`src/rtl/matrix_pkg.sv`:
```
// rtl/matrix_pkg.sv - shared types and defaults for the matrix result path
package matrix_pkg;

    localparam int MATRIX_MEM_WIDTH_DEFAULT   = 32;
    localparam int MATRIX_C_MEM_DEPTH_DEFAULT = 64;

    typedef enum logic [1:0] {
        IDLE   = 2'd0,
        STREAM = 2'd1,
        DRAIN  = 2'd2
    } state_t;

endpackage

```
`src/rtl/stream_fifo2.sv`:
```
// rtl/stream_fifo2.sv - two-entry register FIFO carrying a data word plus last tag
module stream_fifo2 #(
    parameter int WIDTH = 32
) (
    input  logic             clk,
    input  logic             rst_n,
    input  logic             push,
    input  logic [WIDTH-1:0] push_data,
    input  logic             push_last,
    input  logic             pop,
    output logic [WIDTH-1:0] head_data,
    output logic             head_last,
    output logic [1:0]       count
);

    // Entry 0 is always the head; entry 1 is the one waiting behind it.
    logic [WIDTH:0] entry0_q, entry0_d;
    logic [WIDTH:0] entry1_q, entry1_d;
    logic [1:0]     count_q, count_d;
    logic           do_pop;
    logic           do_push;

    // Shift-register update: a pop moves entry 1 forward, a push fills the first free slot.
    always_comb begin
        entry0_d = entry0_q;
        entry1_d = entry1_q;
        count_d  = count_q;
        do_pop   = pop && (count_q != 2'd0);
        do_push  = push && ((count_q != 2'd2) || do_pop);
        case ({do_push, do_pop})
            2'b01: begin
                entry0_d = entry1_q;
                count_d  = count_q - 2'd1;
            end
            2'b10: begin
                if (count_q == 2'd0) begin
                    entry0_d = {push_last, push_data};
                end else begin
                    entry1_d = {push_last, push_data};
                end
                count_d = count_q + 2'd1;
            end
            2'b11: begin
                if (count_q == 2'd1) begin
                    entry0_d = {push_last, push_data};
                end else begin
                    entry0_d = entry1_q;
                    entry1_d = {push_last, push_data};
                end
            end
            default: begin
            end
        endcase
    end

    // Storage and occupancy registers; reset leaves the FIFO empty with zeroed entries.
    always_ff @(posedge clk) begin
        if (!rst_n) begin
            entry0_q <= '0;
            entry1_q <= '0;
            count_q  <= 2'd0;
        end else begin
            entry0_q <= entry0_d;
            entry1_q <= entry1_d;
            count_q  <= count_d;
        end
    end

    assign head_data = entry0_q[WIDTH-1:0];
    assign head_last = entry0_q[WIDTH];
    assign count     = count_q;

endmodule

```
`src/rtl/matrix_result_streamer.sv`:
```
// rtl/matrix_result_streamer.sv - streams the C result memory out as a valid/ready word stream
module matrix_result_streamer
    import matrix_pkg::*;
#(
    parameter int MATRIX_C_MEM_DEPTH = MATRIX_C_MEM_DEPTH_DEFAULT,
    parameter int MATRIX_MEM_WIDTH   = MATRIX_MEM_WIDTH_DEFAULT
) (
    input  logic                                  data_clk,
    input  logic                                  rst_n,
    input  logic                                  start,
    output logic                                  busy,
    output logic                                  done,
    output logic [$clog2(MATRIX_C_MEM_DEPTH)-1:0] rd_address_c,
    output logic                                  rd_en_c,
    input  logic [MATRIX_MEM_WIDTH-1:0]           read_data_c,
    output logic [MATRIX_MEM_WIDTH-1:0]           out_data,
    output logic                                  out_valid,
    input  logic                                  out_ready,
    output logic                                  out_last
);

    localparam int             AW        = $clog2(MATRIX_C_MEM_DEPTH);
    localparam logic [AW-1:0]  LAST_ADDR = AW'(MATRIX_C_MEM_DEPTH - 1);

    state_t          state_q, state_d;
    logic [AW-1:0]   issue_cnt_q, issue_cnt_d;
    logic            inflight_q, inflight_d;
    logic            inflight_last_q, inflight_last_d;
    logic [1:0]      fifo_count;
    logic            pop;
    logic            credit_ok;
    logic            pass_done;

    stream_fifo2 #(
        .WIDTH (MATRIX_MEM_WIDTH)
    ) u_fifo (
        .clk       (data_clk),
        .rst_n     (rst_n),
        .push      (inflight_q),
        .push_data (read_data_c),
        .push_last (inflight_last_q),
        .pop       (pop),
        .head_data (out_data),
        .head_last (out_last),
        .count     (fifo_count)
    );

    // Credit check: words buffered plus the one returning, minus the one leaving, must leave room.
    always_comb begin
        pop       = out_valid && out_ready;
        credit_ok = ({1'b0, fifo_count} + {2'b00, inflight_q}) < (3'd2 + {2'b00, pop});
        rd_en_c   = (state_q == STREAM) && credit_ok;
        pass_done = (state_q == DRAIN) && (fifo_count == 2'd0) && !inflight_q;
    end

    // Next-state logic for the pass FSM, issue counter and read-return tracking.
    always_comb begin
        state_d         = state_q;
        issue_cnt_d     = issue_cnt_q;
        inflight_d      = rd_en_c;
        inflight_last_d = rd_en_c && (issue_cnt_q == LAST_ADDR);
        case (state_q)
            IDLE: begin
                if (start) begin
                    state_d     = STREAM;
                    issue_cnt_d = '0;
                end
            end
            STREAM: begin
                if (rd_en_c) begin
                    // Hold at the final address instead of wrapping; the pass is over.
                    if (issue_cnt_q == LAST_ADDR) begin
                        state_d = DRAIN;
                    end else begin
                        issue_cnt_d = issue_cnt_q + 1'b1;
                    end
                end
            end
            DRAIN: begin
                if (pass_done) begin
                    state_d = IDLE;
                end
            end
            default: begin
                state_d = IDLE;
            end
        endcase
    end

    // Control registers; reset abandons any pass in progress.
    always_ff @(posedge data_clk) begin
        if (!rst_n) begin
            state_q         <= IDLE;
            issue_cnt_q     <= '0;
            inflight_q      <= 1'b0;
            inflight_last_q <= 1'b0;
        end else begin
            state_q         <= state_d;
            issue_cnt_q     <= issue_cnt_d;
            inflight_q      <= inflight_d;
            inflight_last_q <= inflight_last_d;
        end
    end

    assign rd_address_c = issue_cnt_q;
    assign out_valid    = (fifo_count != 2'd0);
    assign busy         = (state_q != IDLE);
    assign done         = pass_done;

endmodule

```
`config.mk`:
```
export PLATFORM = sky130hd
export DESIGN_NAME = matrix_result_streamer
export DESIGN_NICKNAME = d
export VERILOG_FILES = /design/src/rtl/matrix_pkg.sv /design/src/rtl/stream_fifo2.sv /design/src/rtl/matrix_result_streamer.sv
export SDC_FILE = /design/constraint.sdc
export NUM_CORES = 1
export LEC_CHECK = 0
export ABC_AREA = 1
export BUFFER_PORTS_ARGS = -buffer_cell sky130_fd_sc_hd__buf_4
export CAP_MARGIN = 20
export CELL_PAD_IN_SITES_DETAIL_PLACEMENT = 1
export CELL_PAD_IN_SITES_GLOBAL_PLACEMENT = 1
export CORE_MARGIN = 4
export CORE_UTILIZATION = 35
export DETAILED_ROUTE_END_ITERATION = 16
export PLACE_DENSITY_LB_ADDON = 0.08
export REMOVE_ABC_BUFFERS = 1
export SETUP_SLACK_MARGIN = 0.5
export SLEW_MARGIN = 20
export SYNTH_ARGS = -nofsm -noshare
export SYNTH_HDL_FRONTEND = slang
export SYNTH_HIERARCHICAL = 1
export SYNTH_SLANG_ARGS = --single-unit
export TNS_END_PERCENT = 20
```
`constraint.sdc`:
```
create_clock -name data_clk -period 2.5 [get_ports data_clk]
set_input_delay 0.375 -clock data_clk [delete_from_list [all_inputs] [get_ports data_clk]]
set_output_delay 0.375 -clock data_clk [all_outputs]
set_load 0.01 [all_outputs]
```
==> metrics.txt, run 1 <==
status=finished, final reports clean; Max IR drop VDD=between 0.0004 and 0.0005 V; Final period util=0.773; Post-Syn Instances=870; DRT Pass-1 Iters=4; Total GRT Usage=0.212; initial core utilization=0.359; Detailed Place HPWL=10.6 mm; drt drc=0; Primary FF master, synth=dfxtp_1; Async SR Flop Fraction=0; GRT Residual Overflow=0; Tightest Pin Transition=between 0.6 and 0.7 ns; Slew Viols, Final=0; largest net degree at the start of global routing=60; Placed Cells=between 1k and 1.5k; fin nets=about 980; worst reg2reg setup slack=~0.6 ns; count leader, synth=nand2_1; Crit Reg-Reg Endpoint=u_fifo/entry0_q[2]; cts bufs inserted=9; Syn-to-layout area delta=26.1%; leak pwr=around 0.0034 uW; pre-CTS setup slack=between 0.15 and 0.2 ns; DRT Wirelength=between 15 and 20 mm; critical path class=flip-flop to primary output; row cnt=43; most frequent cells after synthesis=287 x nand2_1, 145 x inv_1, 117 x nor2_1; max_slew headroom=0.565; Worst EP required=approximately 2.1 ns; Cell Count, Final, Fillers Out=about 1.1k; antenna cells=0; Post-synth EDFFs=0; Placer Congestion=0.789; Clk pin slew, worst setup/hold paths=approximately 0.06 ns; Fill cells=1893; Synthesis Warnings=6; CP Launch Type=flip-flop; Hold Crit Start=read_data_c[25]; sequential share of the synthesized area=0.311; Hold EP=u_fifo/entry1_q[25]; Seq cells post-synth=between 70 and 80; vias per cell=roughly 5; share of the synthesized area in the top cell type=0.311; CTS H-tree lvls=3; Synth Area per Inst=between 5 and 6 sq um; maxcap violations=0; vias in the first global route=roughly 5.7k; die height=128 um; Hold Path Depth=5; Yosys cell types=32; antenna violations before repair=0; CTS Sinks=78; final hold viol count=0; clk root buf=clkbuf_16; FF-to-FF Start=u_fifo/count[0]; synth top area cells=dfxtp_1 31%, nand2_1 21%, inv_1 11%, nor2_1 8.7%, o21ai_0 7.0%; drt first-iter violations=283; start point of the critical path=inflight_q; first-pass GRT wire length=27.9 mm; Max Clock Freq=just over 0.5 GHz; Yosys top cell by area=dfxtp_1; I/O Pins=79; Clock Tree Buf Depth=2; TNS Setup=0 ns; clock latency on the worst-skew pair=between 0.3 and 0.4 ns; vias=~5.5k; input/output buffers=78; Tightest Hold Check Type=primary input to flip-flop; RSZ-0062 raised after global routing=no; Crit Path Max Fanout=4; pwr dens=1090 nW/um^2; share of layout cells above drive strength 1=0.172; Die Area=around 16000 sq um; final worst setup slack=around 0.57 ns; Reg2Reg Depth=13; Detail Route Antenna Nets=0; Critical Path Sink Type=primary output; core area=between 10000 and 15000 sq um; Final Setup Violations=0; WP data arrival=approximately 1.6 ns; routed len/inst=between 15 and 20 um; clock skew=a little over 0.007 ns; CTS tree=built; Die W=between 100 and 150 um; Tmin final=1.93 ns; Post-Syn Area=5020 sq um
[flip-flops by register name, indices dropped and copies added, names as in the netlist]
register and cells:
rd_address_c 6, u_fifo/entry0_q 33, inflight_last_q 1, state_q 2, inflight_q 1, u_fifo/count 2
u_fifo/entry1_q 33
[metal layers]
layer	global-route usage	wire length [um]	vias to the layer above
met5	0	0	-
met3	0.0271	528	23
met4	0.0668	280	0
li1	-	-	2763
met2	0.392	8700	85
met1	0.252	7950	2618
[final cells by class]
| type | count | area, sq um | area share |
|---|---|---|---|
| clock buffers | 13 | 260 | 0.0411 |
| clock inverters | 3 | 42.5 | 0.00671 |
| inverters | 156 | 593 | 0.0936 |
| multi-input cells | 587 | 2700 | 0.426 |
| flip-flops and latches | 78 | 1570 | 0.248 |
| well taps | 180 | 225 | 0.0355 |
| repair buffers | 107 | 943 | 0.149 |
[cell families after synthesis]
family,Yosys count,share of synthesized area
AOI/OAI and AO/OA,80,0.0817
and+or+nand+nor,496,0.417
adders and majority gates,8,0.0199
buffers and inverters,206,0.167
xor gates and xnor gates,2,0.00349
DFF,78,0.311
[placed cells by master (no fill, tap or decap), drive strengths merged]
master / synthesis / final
nand2: 292 / 293
inv: 156 / 156
nor2: 120 / 120
buf: 31 / 105
dfxtp: 78 / 78
o21ai: 72 / 72
nand3: 40 / 40
nand4: 38 / 38
clkbuf: 19 / 15
ha: 8 / 8
a21oi: 7 / 7
nor3: 3 / 3
o21a: 1 / 1
or2: 1 / 1
nor2b: 1 / 1
xor2: 1 / 1
and3: 1 / 1
bufinv: 0 / 1
clkinv: 0 / 1
clkinvlp: 0 / 1
xnor2: 1 / 1
[stage by stage]
step	utilization	power, uW	hold slack (ns)	cell area, sq um
finish	0.453	6900	0.380	6340
global route	0.453	7510	0.391	6340
CTS	0.440	6740	0.370	6160
detailed placement	0.412	5190	0.515	5760
global placement	0.412	5040	0.506	5760
floorplan	-	3900	0.495	4770
[worst max path at each step]
stage | to | cells past startpoint
global placement | u_fifo/entry1_q[32] | 12
CTS | rd_en_c | 6
floorplan | u_fifo/entry1_q[4] | 11
finish | rd_en_c | 6
detailed placement | u_fifo/entry1_q[1] | 12
global route | u_fifo/entry0_q[2] | 13
[where the power goes]
group	leakage (uW)	internal (uW)	total [uW]	switching [uW]
combinational	0.00257	1450	3590	2140
clock	0.000146	828	1380	550
sequential	0.000638	1670	1930	260
[repair_timing]
| action | CTS | global route |
|---|---|---|
| buffers inserted | 1 | 7 |
| hold buffers | 0 | 0 |
| gates resized for setup | 20 | 15 |
| endpoints found under the setup margin | 68 | 68 |
| gates cloned | 1 | 3 |
| pin swaps | 1 | 2 |
[critical path, cell delays in order, from the launching register on]
cell	delay [ns]
dfxtp_4	0.35
ha_1	0.20
ha_1	0.27
nand2_1	0.08
nand2_2	0.08
nor2_4	0.10
buf_4	0.13
(Power assumes the default switching activity.)
==> run 2: changes to the inputs <==
==> constraint.sdc (replaced) <==
create_clock -name data_clk -period 1.7 [get_ports data_clk]
set_input_delay 0.255 -clock data_clk [delete_from_list [all_inputs] [get_ports data_clk]]
set_output_delay 0.255 -clock data_clk [all_outputs]
set_load 0.01 [all_outputs]
==> metrics.txt, run 2 (same netlist as run 1, synthesis figures left out) <==
Die W=between 100 and 150 um; Clk pin slew, worst setup/hold paths=approximately 0.060 ns; clock skew=slightly above 0.005 ns; Hold Worst Slack=around 0.26 ns; slowest stage delay, CP=between 0.3 and 0.4 ns; RSZ-0062 raised after global routing=yes; most common cell after layout, fill and taps aside=nand2_1; FF-to-FF Start=u_fifo/count[0]; DR WL met3=~640 um; final hold viol count=0; cts bufs inserted=9; Final Setup Violations=between 60 and 70; drt drc=0; Detail Route Antenna Nets=0; Detail Route met2 WL=between 9 and 10 mm; Fill cells=about 1.9k; Worst EP required=slightly below 2 ns; critical path class=flip-flop to flip-flop; I/O Pins=a little under 80; CTS Sinks=78; die height=between 100 and 150 um; Critical Path Sink Type=flip-flop; first-pass GRT wire length=29.4 mm; vias per cell=~5.0; initial core utilization=0.359; CTS tree=built; commonest cells after routing, fill and taps aside=260 x nand2_1, 129 x inv_1, 112 x nor2_1, 109 x buf_4, 73 x dfxtp_1; clock latency on the worst-skew pair=approximately 0.35 ns; CP top delay family=buffers and inverters; CP Launch Type=flip-flop; pre-CTS setup slack=-0.410 ns; Placer Congestion=roughly 0.8; Final period util=1.09; M1 wire length=between 8 and 9 mm; Tmin final=roughly 1.9 ns; Tightest Hold Check Type=primary input to flip-flop; status=complete, but fails checks; WP data arrival=between 2 and 2.5 ns; Clock Tree Buf Depth=2; GRT Residual Overflow=0; Die Area=between 15000 and 20000 sq um; Hold Crit Start=read_data_c[30]; pwr dens=between 1500 and 2000 nW/um^2; Tightest Pin Transition=about 0.32 ns; Final Util=0.504; Detailed Place HPWL=about 11 mm; Hold Buf Count CTS=0; Max IR drop VDD=between 0.0006 and 0.0007 V; worst reg2reg setup slack=-0.15 ns; maxcap violations=0; drt first-iter violations=about 270; leak pwr=0.00362 uW; max_slew headroom=0.784; routed len/inst=around 16 um; Total GRT Usage=0.221; start point of the critical path=u_fifo/count[0]; antenna violations before repair=0; Slowest-stage cell, CP=dfxtp_4; share of layout cells above drive strength 1=0.259; failing checks=negative setup slack; CTS H-tree lvls=3; max layer used=met4; crit path cell chain=inv_4 > ha_4 > inv_4 > nand3_4 > o21ai_4 > ha_4 > inv_6 > buf_8 > buf_12 > nand3_1 > nand2_1 > nor2_2 > nor2_1; Crit Path Max Fanout=14; Max Clock Freq=0.540 GHz; vias in the first global route=around 6k; Syn-to-layout area delta=40.3%; DRT Wirelength=18.4 mm; input/output buffers=roughly 80; largest net degree at the start of global routing=35; DRT Pass-1 Iters=4; Slew Viols, Final=0; antenna cells=0; final worst setup slack=-0.150 ns; row cnt=43; clk root buf=clkbuf_16; vias=approximately 5.7k; core area=roughly 14000 sq um; fin nets=between 1k and 1.5k; CP Buf/Inv Count=5
## run 2: cell types whose count changed in the layout (fill, tap and decap cells not counted), sizes merged
cell / previous run / this run
clkbuf: 15 / 14
buf: 105 / 139
nand2: 293 / 292
bufinv: 1 / 0
clkinvlp: 1 / 4
## run 2: worst register-to-register path, stage by stage, from the launching register on
cell     delay [ns]
dfxtp_4        0.38
inv_4          0.06
ha_4           0.16
inv_4          0.08
nand3_4        0.08
o21ai_4        0.09
ha_4           0.19
inv_6          0.05
buf_8          0.15
buf_12         0.16
nand3_1        0.10
nand2_1        0.08
nor2_2         0.13
nor2_1         0.05
## run 2: cell type report
| cell class | count | area (sq um) | area share |
|---|---|---|---|
| Multi-Input combinational cell | 586 | 2920 | 0.414 |
| Sequential cell | 78 | 1580 | 0.224 |
| Timing Repair Buffer | 142 | 1450 | 0.206 |
| Inverter | 156 | 598 | 0.0849 |
| Clock buffer | 11 | 243 | 0.0344 |
| Tap cell | 180 | 225 | 0.0320 |
| Clock inverter | 5 | 35.0 | 0.00497 |
## run 2: repair_timing
| action | 4_1_cts | 5_1_grt |
|---|---|---|
| endpoints found under the setup margin | 84 | 86 |
| buffers inserted | 10 | 8 |
| pin swaps | 25 | 34 |
| hold endpoints to repair | 0 | 0 |
| cloned | 4 | 3 |
| gates resized for setup | 50 | 67 |
## run 2: final timing paths
kind         cells after the start                   to
max                             13  u_fifo/entry0_q[27]
max reg2reg                     13  u_fifo/entry0_q[27]
min reg2reg                      2      rd_address_c[4]
min                              5  u_fifo/entry1_q[30]
## run 2: through the flow
stage / instance area [sq um] / setup TNS (ns) / cells / total power [uW]
2_1_floorplan: 4770 / -92.12 / 820 / 5740
3_3_place_gp: 6030 / -13.83 / 1117 / 7780
3_5_place_dp: 6030 / -22.23 / 1117 / 8060
4_1_cts: 6710 / -5.93 / 1147 / 10700
5_1_grt: 7050 / -12.93 / 1158 / 12100
6_report: 7050 / -6.41 / 1158 / 11200
## run 2: layer usage
layer	vias to the layer above	track usage
met1	2772	0.272
met3	22	0.0304
met5	-	0
met4	0	0.0768
li1	2849	-
met2	98	0.395
## run 2: report_power, final
part / internal, uW / switching, uW / total, uW
registers: 2470 / 393 / 2860
logic: 2850 / 3610 / 6460
clock network: 1030 / 864 / 1890
total: 6350 / 4860 / 11200
==> run 3: changes to the inputs <==
==> constraint.sdc (replaced) <==
create_clock -name data_clk -period 1.7 [get_ports data_clk]
set_input_delay 0.17 -clock data_clk [delete_from_list [all_inputs] [get_ports data_clk]]
set_output_delay 0.17 -clock data_clk [all_outputs]
set_load 0.01 [all_outputs]
==> metrics.txt, run 3 (same netlist as run 1, synthesis figures left out) <==
status=complete, but fails checks; failing checks=negative setup slack; leak pwr=around 0.0036 uW; CP Launch Type=flip-flop; critical path class=flip-flop to flip-flop; Detail Route Antenna Nets=0; Critical Path Sink Type=flip-flop; CTS Sinks=about 80; Final Setup Violations=75; Crit Path Max Fanout=5; Slew Viols, Final=0; Logic pwr share=0.562; input/output buffers=just under 80; Tightest Hold Check Type=primary input to flip-flop; DRT Wirelength=18.5 mm; Hold Buf Count CTS=0; final hold viol count=0; Worst EP required=1.93 ns; clk root buf=clkbuf_16; final worst setup slack=-0.228 ns; Placer Congestion=~0.77; Hold EP=u_fifo/entry1_q[21]; Clock Tree Buf Depth=2; Final Util=0.499; Clk pin slew, worst setup/hold paths=roughly 0.060 ns; die height=128 um; Hold Crit Start=read_data_c[21]; Most Crowded Layer GR=met2; row cnt=43; GR Util met3=0.0279; Max Clock Freq=0.519 GHz; drt drc=0; vias=5683; worst reg2reg setup slack=-0.23 ns; Tightest Pin Transition=0.424 ns; clock latency on the worst-skew pair=about 0.34 ns; Flop pwr share=0.252; pwr dens=~1600 nW/um^2; Hold Worst Slack=between 0.15 and 0.2 ns; WP data arrival=approximately 2.2 ns; Crit Reg-Reg Endpoint=u_fifo/entry0_q[32]; FF-to-FF Start=u_fifo/count[1]; DRT Pass-1 Iters=4; CTS H-tree lvls=3; cts bufs inserted=9; GR Layer Usage met1=0.272; Tmin final=about 1.9 ns; P_sw=just under 5000 uW; met2 usage=0.407; Reg2Reg Depth=15; internal power=between 6000 and 7000 uW; maxcap violations=0; RSZ-0062 raised after global routing=yes; max_slew headroom=0.717; Total GRT Usage=0.222; share of layout cells above drive strength 1=0.286; vias in the first global route=between 6k and 7k; GRT Residual Overflow=0; antenna violations before repair=0; routed len/inst=16.0 um; drt first-iter violations=301; Detailed Place HPWL=approximately 12 mm; core area=approximately 14000 sq um; Hold Path Depth=5; clock share of power=0.187; first-pass GRT wire length=approximately 30 mm; CTS tree=built; Tot Pwr=about 11000 uW; switching share of power=0.426; clock skew=~0.0035 ns; commonest cells after routing, fill and taps aside=248 x nand2_1, 119 x inv_1, 114 x buf_4, 101 x nor2_1, 75 x dfxtp_1; largest net degree at the start of global routing=38; Final period util=1.13; Max IR drop VDD=approximately 0.00059 V; Die W=128 um; initial core utilization=0.359; Syn-to-layout area delta=38.9%; Die Area=between 15000 and 20000 sq um; fin nets=between 1k and 1.5k; vias per cell=between 4 and 5; I/O Pins=slightly below 80; antenna cells=0; most common cell after layout, fill and taps aside=nand2_1
run 3: area by class of cell:
| class | instances | area [sq um] |
|---|---|---|
| flip-flops and latches | 78 | 1570 |
| multi-input cells | 586 | 2950 |
| inverters | 156 | 596 |
| fillers | 1866 | 7010 |
| well taps | 180 | 225 |
| clock buffers | 13 | 280 |
| repair buffers | 139 | 1320 |
| clock inverters | 3 | 40.0 |
run 3: how the worst max path moves through the flow:
stage / startpoint / end / slack (ns) / depth (start not counted)
global route: u_fifo/count[0] / u_fifo/entry0_q[32] / -0.30 / 15
detailed placement: u_fifo/count[0] / u_fifo/entry1_q[13] / -0.45 / 13
finish: u_fifo/count[1] / u_fifo/entry0_q[32] / -0.23 / 15
CTS: u_fifo/count[1] / u_fifo/entry1_q[25] / -0.12 / 13
floorplan: u_fifo/count[0] / u_fifo/entry1_q[4] / -1.78 / 11
global placement: u_fifo/count[0] / u_fifo/entry1_q[12] / -0.25 / 13
run 3: power groups by stage:
stage / Clock, uW / Sequential (uW) / Combinational (uW)
2_1_floorplan: 0 / 2940 / 2800
3_3_place_gp: 0 / 2820 / 4990
3_5_place_dp: 0 / 2850 / 5220
4_1_cts: 2170 / 2830 / 5690
5_1_grt: 2240 / 2930 / 6990
6_report: 2110 / 2840 / 6340
run 3: timing repair:
| item | 4_1_cts | 5_1_grt |
|---|---|---|
| pin swaps | 15 | 40 |
| hold endpoints to repair | 0 | 0 |
| resized for setup | 49 | 89 |
| setup endpoints to repair | 82 | 83 |
| buffers inserted | 8 | 2 |
| cloned | 1 | 4 |
run 3: worst max-delay path, cell delays in order, from the launching register on:
cell and delay [ns]:
dfxtp_4 0.37, inv_4 0.08, ha_4 0.16, inv_4 0.05
nand3_4 0.07, o21ai_4 0.08, buf_6 0.12, ha_4 0.17
buf_8 0.14, buf_12 0.14, nand2_1 0.08, inv_1 0.06
nand2_1 0.08, nand2_1 0.05, nor2_1 0.10, nor2_1 0.06
run 3: per-stage QoR:
| step | setup TNS (ns) | setup slack [ns] | area [sq um] | instances |
|---|---|---|---|---|
| 3_5_place_dp | -23.59 | -0.454 | 6070 | 1124 |
| 5_1_grt | -15.98 | -0.300 | 6980 | 1155 |
| 6_report | -10.15 | -0.228 | 6980 | 1155 |
| 4_1_cts | -5.70 | -0.123 | 6640 | 1149 |
| 3_3_place_gp | -13.96 | -0.255 | 6070 | 1124 |
| 2_1_floorplan | -92.12 | -1.78 | 4770 | 820 |
run 3: routing by layer:
layer / part of all wire / routed length, um
met1: 0.43 / 7900
met5: 0 / 0
met2: 0.52 / 9660
met3: 0.037 / 690
met4: 0.015 / 283
